## config.mk

```make
export PLATFORM = sky130hd
export DESIGN_NAME = pulse_gen_multi
export DESIGN_NICKNAME = d
export VERILOG_FILES = /design/src/rtl/pulse_gen_pkg.sv /design/src/rtl/pulse_gen_chan.sv /design/src/rtl/pulse_gen_multi.sv
export SDC_FILE = /design/constraint.sdc
export NUM_CORES = 1
export LEC_CHECK = 0
export ABC_AREA = 1
export BUFFER_PORTS_ARGS = -buffer_cell sky130_fd_sc_hd__clkbuf_2
export CORE_AREA = 4 4 142 76
export CTS_BUF_LIST = sky130_fd_sc_hd__clkbuf_8
export DETAILED_ROUTE_END_ITERATION = 10
export DIE_AREA = 0 0 146 80
export PLACE_DENSITY_LB_ADDON = 0.05
export RECOVER_POWER = 100
export SETUP_SLACK_MARGIN = 0.3
export SLEW_MARGIN = 20
export SYNTH_ARGS = -nofsm -noshare
export SYNTH_HDL_FRONTEND = slang
export SYNTH_HIERARCHICAL = 1
export SYNTH_SLANG_ARGS = --single-unit
```

## constraint.sdc

```tcl
create_clock -name clk -period 2.87 [get_ports clk]
set_input_delay 0.287 -clock clk [delete_from_list [all_inputs] [get_ports clk]]
set_output_delay 0.287 -clock clk [all_outputs]
set_load 0.05 [all_outputs]
```

## src/rtl/pulse_gen_pkg.sv

```systemverilog
// Shared types and limits for the multi-channel tick generator.
// Build option PULSE_GEN_MULTI_CASCADE_EN is consumed by pulse_gen_multi.
package pulse_gen_pkg;

   typedef enum logic {PG_IDLE, PG_RUN} pg_state_e;
   typedef enum logic {PG_PERIODIC, PG_ONESHOT} pg_mode_e;

   localparam int PG_MAX_NCH = 16;

endpackage

```

## src/rtl/pulse_gen_chan.sv

```systemverilog
// One tick-generator channel: IDLE/RUN FSM, terminal counter and registered pulse.
module pulse_gen_chan
   import pulse_gen_pkg::*;
#(
   parameter int WD = 16
) (
   input  logic          clk,
   input  logic          reset_n,
   input  logic          tick,
   input  logic          enable,
   input  logic          mode,
   input  logic [WD-1:0] max_cnt,
   input  logic          start,
   output logic          pulse,
   output logic          busy
);

   pg_state_e     state;
   pg_mode_e      mode_e;
   logic [WD-1:0] cnt;
   logic          terminal;
   logic          retrigger;

   assign mode_e    = pg_mode_e'(mode);
   // >= so a terminal count lowered below cnt ends the period instead of wrapping.
   assign terminal  = tick && (cnt >= max_cnt);
   assign retrigger = (mode_e == PG_ONESHOT) && start;
   assign busy      = (state == PG_RUN);

   // NOTE: state is updated with non-blocking assignments only, so every
   // right-hand side sees the pre-edge value regardless of statement order.
   always_ff @(posedge clk or negedge reset_n) begin
      if (!reset_n) begin
         state <= PG_IDLE;
         cnt   <= '0;
         pulse <= 1'b0;
      end else if (!enable) begin
         state <= PG_IDLE;
         cnt   <= '0;
         pulse <= 1'b0;
      end else begin
         pulse <= 1'b0;
         case (state)
            PG_IDLE: begin
               cnt <= '0;
               if (mode_e == PG_PERIODIC || start) state <= PG_RUN;
            end
            PG_RUN: begin
               if (terminal) begin
                  cnt   <= '0;
                  pulse <= 1'b1;
                  // A start landing on the terminal tick re-arms the one-shot.
                  if (mode_e == PG_ONESHOT && !start) state <= PG_IDLE;
               end else if (retrigger) begin
                  cnt <= '0;
               end else if (tick) begin
                  cnt <= cnt + WD'(1);
               end
            end
            default: state <= PG_IDLE;
         endcase
      end
   end

endmodule

```

## src/rtl/pulse_gen_multi.sv

```systemverilog
// NCH independent tick-generator channels with optional cascading.
// Define PULSE_GEN_MULTI_CASCADE_EN to let channel i count pulses of channel i-1.
module pulse_gen_multi
   import pulse_gen_pkg::*;
#(
   parameter int WD  = 16,
   parameter int NCH = 4
) (
   input  logic              clk,
   input  logic              reset_n,
   input  logic [NCH*WD-1:0] cfg_max_cnt,
   input  logic [NCH-1:0]    cfg_enable,
   input  logic [NCH-1:0]    cfg_oneshot,
   input  logic [NCH-1:0]    cfg_cascade,
   input  logic [NCH-1:0]    start,
   output logic [NCH-1:0]    clk_pulse,
   output logic [NCH-1:0]    busy
);

   logic [NCH-1:0] tick;
   logic           unused_cascade;

   if (NCH < 1 || NCH > PG_MAX_NCH) begin : g_bad_nch
      $error("pulse_gen_multi: NCH must be in 1..16");
   end

`ifdef PULSE_GEN_MULTI_CASCADE_EN
   // Channel 0 has no upstream source, so its select bit has no meaning.
   assign unused_cascade = cfg_cascade[0];
`else
   assign unused_cascade = ^cfg_cascade;
`endif

   for (genvar i = 0; i < NCH; i++) begin : g_chan
`ifdef PULSE_GEN_MULTI_CASCADE_EN
      if (i == 0) begin : g_src_clk
         assign tick[i] = 1'b1;
      end else begin : g_src_mux
         // Upstream pulse is already registered, giving one clk of phase offset per level.
         assign tick[i] = cfg_cascade[i] ? clk_pulse[i-1] : 1'b1;
      end
`else
      assign tick[i] = 1'b1;
`endif

      pulse_gen_chan #(
         .WD (WD)
      ) u_chan (
         .clk     (clk),
         .reset_n (reset_n),
         .tick    (tick[i]),
         .enable  (cfg_enable[i]),
         .mode    (cfg_oneshot[i]),
         .max_cnt (cfg_max_cnt[i*WD +: WD]),
         .start   (start[i]),
         .pulse   (clk_pulse[i]),
         .busy    (busy[i])
      );
   end

endmodule

```

### Word-level counts from Yosys, hierarchy flattened

Cells that the tools add are included.
Widths: inputs -> output; s select.

| storage, ports and cells | value |
|---|---|
| flip-flop bits (word level) | 72 |
| input bits | 82 |
| output and inout port bits | 8 |

| operators by class | value |
|---|---|
| $add $sub $neg | 4 |
| order comparisons | 4 |
| multiplexer cells | 48 |
| bitwise operators | 8 |
| reductions and logical operators | 16 |

Operators with widths:

| operator | count |
|---|---|
| $mux 16 | 12 |
| $pmux 16 s2 | 4 |
| $add 16x1->16 const B | 4 |
| $ge 16x16->1 | 4 |
| $mux 1 | 28 |
| $logic_and 1x1->1 | 8 |
| $not 1->1 | 8 |
| $pmux 1 s2 | 4 |
| $logic_not 1->1 | 4 |
| $logic_or 1x1->1 | 4 |

### Logic depth before layout (Yosys ltp)

| depth | value |
|---|---|
| word-level depth | 6 |
| depth in mapped cells | 15 |
| depth with buffers taken out | 14 |

### By module

Netlist, hierarchy kept.

Modules (own cells, without submodules):

| module | times used | cells each | area an instance (µm²) |
|---|---|---|---|
| pulse_gen_chan | 4 | 207 | 1,482.7 |
| pulse_gen_multi | 1 | 1 | 3.8 |

### Worst setup path before layout

Ideal clock, no wire load.

| path | value |
|---|---|
| path type | reg2reg |
| start point | register g_chan[0].u_chan.cnt[2] |
| end point | register g_chan[0].u_chan.cnt[10] |
| arrival | 1.478 ns |
| required time | 2.746 ns |
| slack | 1.268 ns |
| cell stages (with the launch flop) | 14 |
| path buffers | 1 |
| cells stage by stage | dfrtp_1 ha_1 nand2_1 nor2_1 nor2_1 nand2_1 nand2_1 nand2_1 nand2_1 nand2_1 nand2_2 nand2_2 buf_6 o21ai_1 |

| on the way | value |
|---|---|
| longest elaborated chain between the ends | 5 |
| elaborated cells between the ends (all ways) | 6 |
| classes of those cells | add/sub: 1; order compare: 1; mux: 4 |

RTL lines:

| what | line | RTL |
|---|---|---|
| start, declared | pulse_gen_chan.sv:20 | `logic [WD-1:0] cnt;` |
| start signal, assigned | pulse_gen_chan.sv:57 | `cnt <= cnt + WD'(1);` |
| $add 16x1->16 | pulse_gen_chan.sv:57 |  |
| $mux 16 | pulse_gen_chan.sv:54 | `end else if (retrigger) begin` |
| $mux 16 (*) | pulse_gen_chan.sv:49 | `if (terminal) begin` |
| $pmux 16 s2 (*) | pulse_gen_chan.sv:43 | `case (state)` |
| $mux 16 (*) | pulse_gen_chan.sv:37 | `end else if (!enable) begin` |

Every way passes the cells marked *; elsewhere a longest branch is shown, timed or not.

### Worst setup path after layout

| path | value |
|---|---|
| start point | register g_chan[1].u_chan.cnt[0] |
| end point | register g_chan[1].u_chan.cnt[11] |

| on the way | value |
|---|---|
| longest elaborated chain between the ends | 5 |
| elaborated cells between the ends (all ways) | 6 |
| classes of those cells | add/sub: 1; order compare: 1; mux: 4 |

RTL lines:

| what | line |
|---|---|
| start, declared | pulse_gen_chan.sv:20 |
| start signal, assigned | pulse_gen_chan.sv:57 |
| $add 16x1->16 | pulse_gen_chan.sv:57 |
| $mux 16 | pulse_gen_chan.sv:54 |
| $mux 16 (*) | pulse_gen_chan.sv:49 |
| $pmux 16 s2 (*) | pulse_gen_chan.sv:43 |
| $mux 16 (*) | pulse_gen_chan.sv:37 |

Marked as above.

==> results.rst <==
.. list-table::
   :header-rows: 1

   * - Metric
     - Value
   * - Outcome
     - finished, violations left
   * - Violated checks
     - max-capacitance violations, max-slew violations
   * - Critical path's most frequent cell
     - nand2_1
   * - Peak fanout along the critical path
     - 17
   * - Number of max-slew violations in the final report
     - 73
   * - Simple-gate share of the synthesized area
     - 0.2842
   * - Number of remaining DRC errors
     - 0
   * - Worst-case clock buffer depth
     - 2
   * - Final weighted congestion in routability-driven placement
     - 0.8946
   * - Peak ir drop on the vdd network
     - 228.9 uV
   * - Final HPWL DP
     - 10.04 mm
   * - FP Rows
     - 25
   * - Core Box Area
     - 0.009353 mm^2
   * - Cells along the critical path
     - inv_1 -> ha_1 -> nand2_1 -> nor2_1 -> nor2_1 -> nand2_1 -> nand2_1 -> nand2_1 -> nand2_1 -> nand2_1 -> nand2_1 -> nand2_1 -> o21ai_0
   * - Initial core utilization
     - 0.6345
   * - Measured slew at the worst slew-check pin
     - 1.833 ns
   * - Max Clk Rate
     - 473.9 MHz
   * - Total Neg Setup Slack
     - 0 ns
   * - Reported max-cap violation count
     - 1
   * - Hold-fix buffers, CTS
     - 0
   * - Crit path buf inv count
     - 1
   * - Register area share after synthesis
     - 0.3036
   * - Post-cts sizing count
     - 0
   * - Register area
     - 0.001802 mm^2
   * - Number of sinks driven by the clock tree
     - 72
   * - Antenna violations before repair
     - 0
   * - Synthesized flop and latch total
     - 72
   * - Number of placed cells counting well taps
     - 1,030
   * - Number of global-route vias before repair
     - 5,394
   * - Combined area of the multi-input logic cells
     - 0.003526 mm^2
   * - Mean Syn Cell Area
     - 7.159 um^2
   * - Violation count after the first detailed-routing iteration
     - 244
   * - Pre-CTS worst setup slack
     - 0.9452 ns
   * - Proportion of layout cells with a drive suffix above 1
     - 0.1676
   * - Wire per inst
     - 12.39 um
   * - Peak per-stage delay on the critical path
     - 0.44 ns
   * - Total number of nets in the final design
     - 1,070
   * - Cell area power density
     - 330.9 mW/mm^2
   * - Maximum number of pins on one net before global-route repair
     - 73
   * - # diodes
     - 0
   * - Post-Synth XOR/XNOR Area
     - 0
   * - Worst clock skew on the final layout
     - 0.007219 ns
   * - Area contributors post-synth
     - dfrtp_1, ha_1, nand2_1
   * - Arithmetic-cell share of the synthesized area counting full adders, half adders and majority gates
     - 0.1434
   * - Main synth FF type
     - dfrtp_1
   * - Finished Layout Cells
     - 1,046
   * - Type of element capturing the critical path
     - register
   * - Area growth from synthesis to layout
     - 11.89%
   * - Compound-cell area share of the yosys netlist
     - 0.1661
   * - Top cell type by total area after synthesis
     - dfrtp_1
   * - Maximum level of the CTS H-tree
     - 3
   * - Overall Global Routing Usage
     - 0.2415
   * - Total Routed Length
     - 12.97 mm
   * - Final critical path time including I/O delays and setup
     - 2.110 ns
   * - Total CTS buffers
     - 9
   * - Number of I/O pins
     - 90
   * - Number of different library cells in the post-synthesis netlist
     - 29
   * - Post-Synthesis Cell Area
     - 0.005934 mm^2
   * - Tcrit/Tclk final
     - 0.7352
   * - CTS tree
     - yes
   * - Worst setup slack after layout
     - 0.7599 ns
   * - Global-route wire length before repair
     - 23.36 mm
   * - Mux share of post-synthesis cell area
     - 0
   * - Master cell of the clock root buffer
     - clkbuf_8
   * - RSZ-0062 raised after global routing
     - false
   * - Post-detailed-route count of antenna-violating nets
     - 0
   * - Setup-failing EPs final
     - 0
   * - Fillcell total
     - 812
   * - Number of post-CTS setup repair buffers
     - 0
   * - Die X-Extent
     - 146 um
   * - Ratio of routed vias to standard cells
     - 5.271
   * - Die Ht
     - 80 um
   * - HP Class
     - primary input to register
   * - Number of enable-type register cells in the synthesized netlist
     - 0
   * - Data arrival time at the worst-slack endpoint
     - 2.37 ns
   * - Headroom to the max-slew limit
     - -0.2220
   * - Combinational family with the most area after synthesis
     - simple AND/OR/NAND/NOR gates
   * - Clock transition at the registers of the reported paths
     - 0.07 ns
   * - Total global routing overflow
     - 0
   * - Number of endpoints with negative hold slack in the final report
     - 0
   * - IO buf count
     - 85
   * - Post-synth ARST share
     - 1.000
   * - Mapped Cells
     - 829
   * - Critical path type
     - register to register
   * - First-pass iteration count of the detailed router
     - 4
   * - Startpoint types
     - register
   * - Reg2Reg Setup Slack
     - 0.76 ns
   * - Number of vias after detailed routing
     - 5,513
   * - Synth top area share
     - 0.3036
   * - Required @ worst endpoint
     - 3.13 ns
   * - P_leak
     - 3.425 nW
   * - Die area
     - 0.01168 mm^2
   * - Warnings, synthesis
     - 6
   * - Kind of cell with the highest combined delay on the critical path
     - simple AND/OR/NAND/NOR gates
   * - Highest-delay cell along the critical path
     - dfrtp_1
   * - Clk Latency, worst-skew pair
     - 0.36 ns
==> tightest hold or removal path, cell delays in order <==
cell      delay (ns)
clkbuf_2        0.10
inv_1           0.05
a21oi_1         0.03
==> report_power, final <==
part	total, mW	leakage [nW]	internal, mW	switching (mW)
registers	1.03	0.996	1.02	0.0104
logic	0.264	2.32	0.0906	0.174
clock network	0.900	0.112	0.508	0.392
==> worst paths after layout <==
path,depth (start not counted),startpoint,end
min,3,cfg_enable[3],g_chan[3].u_chan/busy$_DFF_PN0_
max in group asynchronous,1,reset_n,g_chan[1].u_chan/pulse$_DFF_PN0_
max reg2reg,13,g_chan[1].u_chan/cnt[0]$_DFFE_PN0P_,g_chan[1].u_chan/cnt[11]$_DFFE_PN0P_
min in group asynchronous,1,reset_n,g_chan[3].u_chan/cnt[1]$_DFFE_PN0P_
min reg2reg,2,g_chan[1].u_chan/busy$_DFF_PN0_,g_chan[1].u_chan/pulse$_DFF_PN0_
max,13,g_chan[1].u_chan/cnt[0]$_DFFE_PN0P_,g_chan[1].u_chan/cnt[11]$_DFFE_PN0P_
==> layout by cell type (no fill, tap or decap) <==
master,count
clkbuf_8,10
o21ai_1,2
conb_1,8
clkbuf_2,77
dfrtp_1,72
o21bai_1,12
nor3_4,4
o31ai_1,4
bufinv_16,2
nor2_1,32
nor2_4,8
o21ai_2,4
o21ai_0,86
nor3_1,8
nand2_1,224
inv_2,16
o211ai_1,12
nor4_1,4
nand3_2,4
nor2_2,12
nand3_1,44
a31o_1,4
inv_1,124
clkbuf_1,8
clkinvlp_4,1
a21oi_2,2
a21oi_1,42
o21a_1,4
ha_1,68
nand4_1,12
clkinv_2,3
nand2_2,12
==> layout make-up <==
class | count | share of cell area
Clock buffer | 10 | 0.02073
Clock inverter | 6 | 0.01244
Inverter | 140 | 0.07914
Multi-Input combinational cell | 612 | 0.5310
Sequential cell | 72 | 0.2713
Tap cell | 121 | 0.02280
Timing Repair Buffer | 85 | 0.06256
==> state kept, by name (all words and copies together) (netlist names) <==
| signal | flops |
|---|---|
| g_chan.u_chan/pulse | 4 |
| g_chan.u_chan/busy | 4 |
| g_chan.u_chan/cnt | 64 |
==> stage by stage <==
stage                     hold slack (ns)    util  instance area [um^2]  total power, mW
after CTS                         0.09818  0.7142                  6680            2.231
after global placement             0.4920  0.6907                  6460            1.316
final                              0.1489  0.7100                  6640            2.197
after global routing               0.1468  0.7100                  6640            2.311
after floorplan                 -0.008591       -                  5961            1.218
after detailed placement           0.4979  0.6907                  6460            1.325
==> synthesized netlist by cell type (8+ instances only) <==
master / count
nand2_1: 216
inv_1: 124
dfrtp_1: 72
ha_1: 68
o21ai_1: 60
nand3_1: 44
a21oi_1: 40
nor2_1: 32
o21ai_0: 28
nand2_2: 20
inv_2: 16
nand4_1: 12
nor2_2: 12
o211ai_1: 12
o21bai_1: 12
nor2_4: 8
nor3_1: 8
==> cells by family after synthesis <==
kind of cell	count (synthesis)
and+or+nand+nor	364
AOI/OAI and AO/OA	172
buffers and inverters	152
DFF	72
adders and majority gates	68
other	1
==> per-layer routing <==
metal / vias to the layer above / GRT usage / wire [um] / share of wire
met5: - / 0 / 0 / 0
met4: 0 / 0.05629 / 133 / 0.010
met3: 14 / 0.05275 / 611 / 0.047
met2: 115 / 0.4317 / 6160 / 0.48
met1: 2485 / 0.3030 / 6059 / 0.47
li1: 2899 / - / - / -
(Power assumes the default switching activity.)
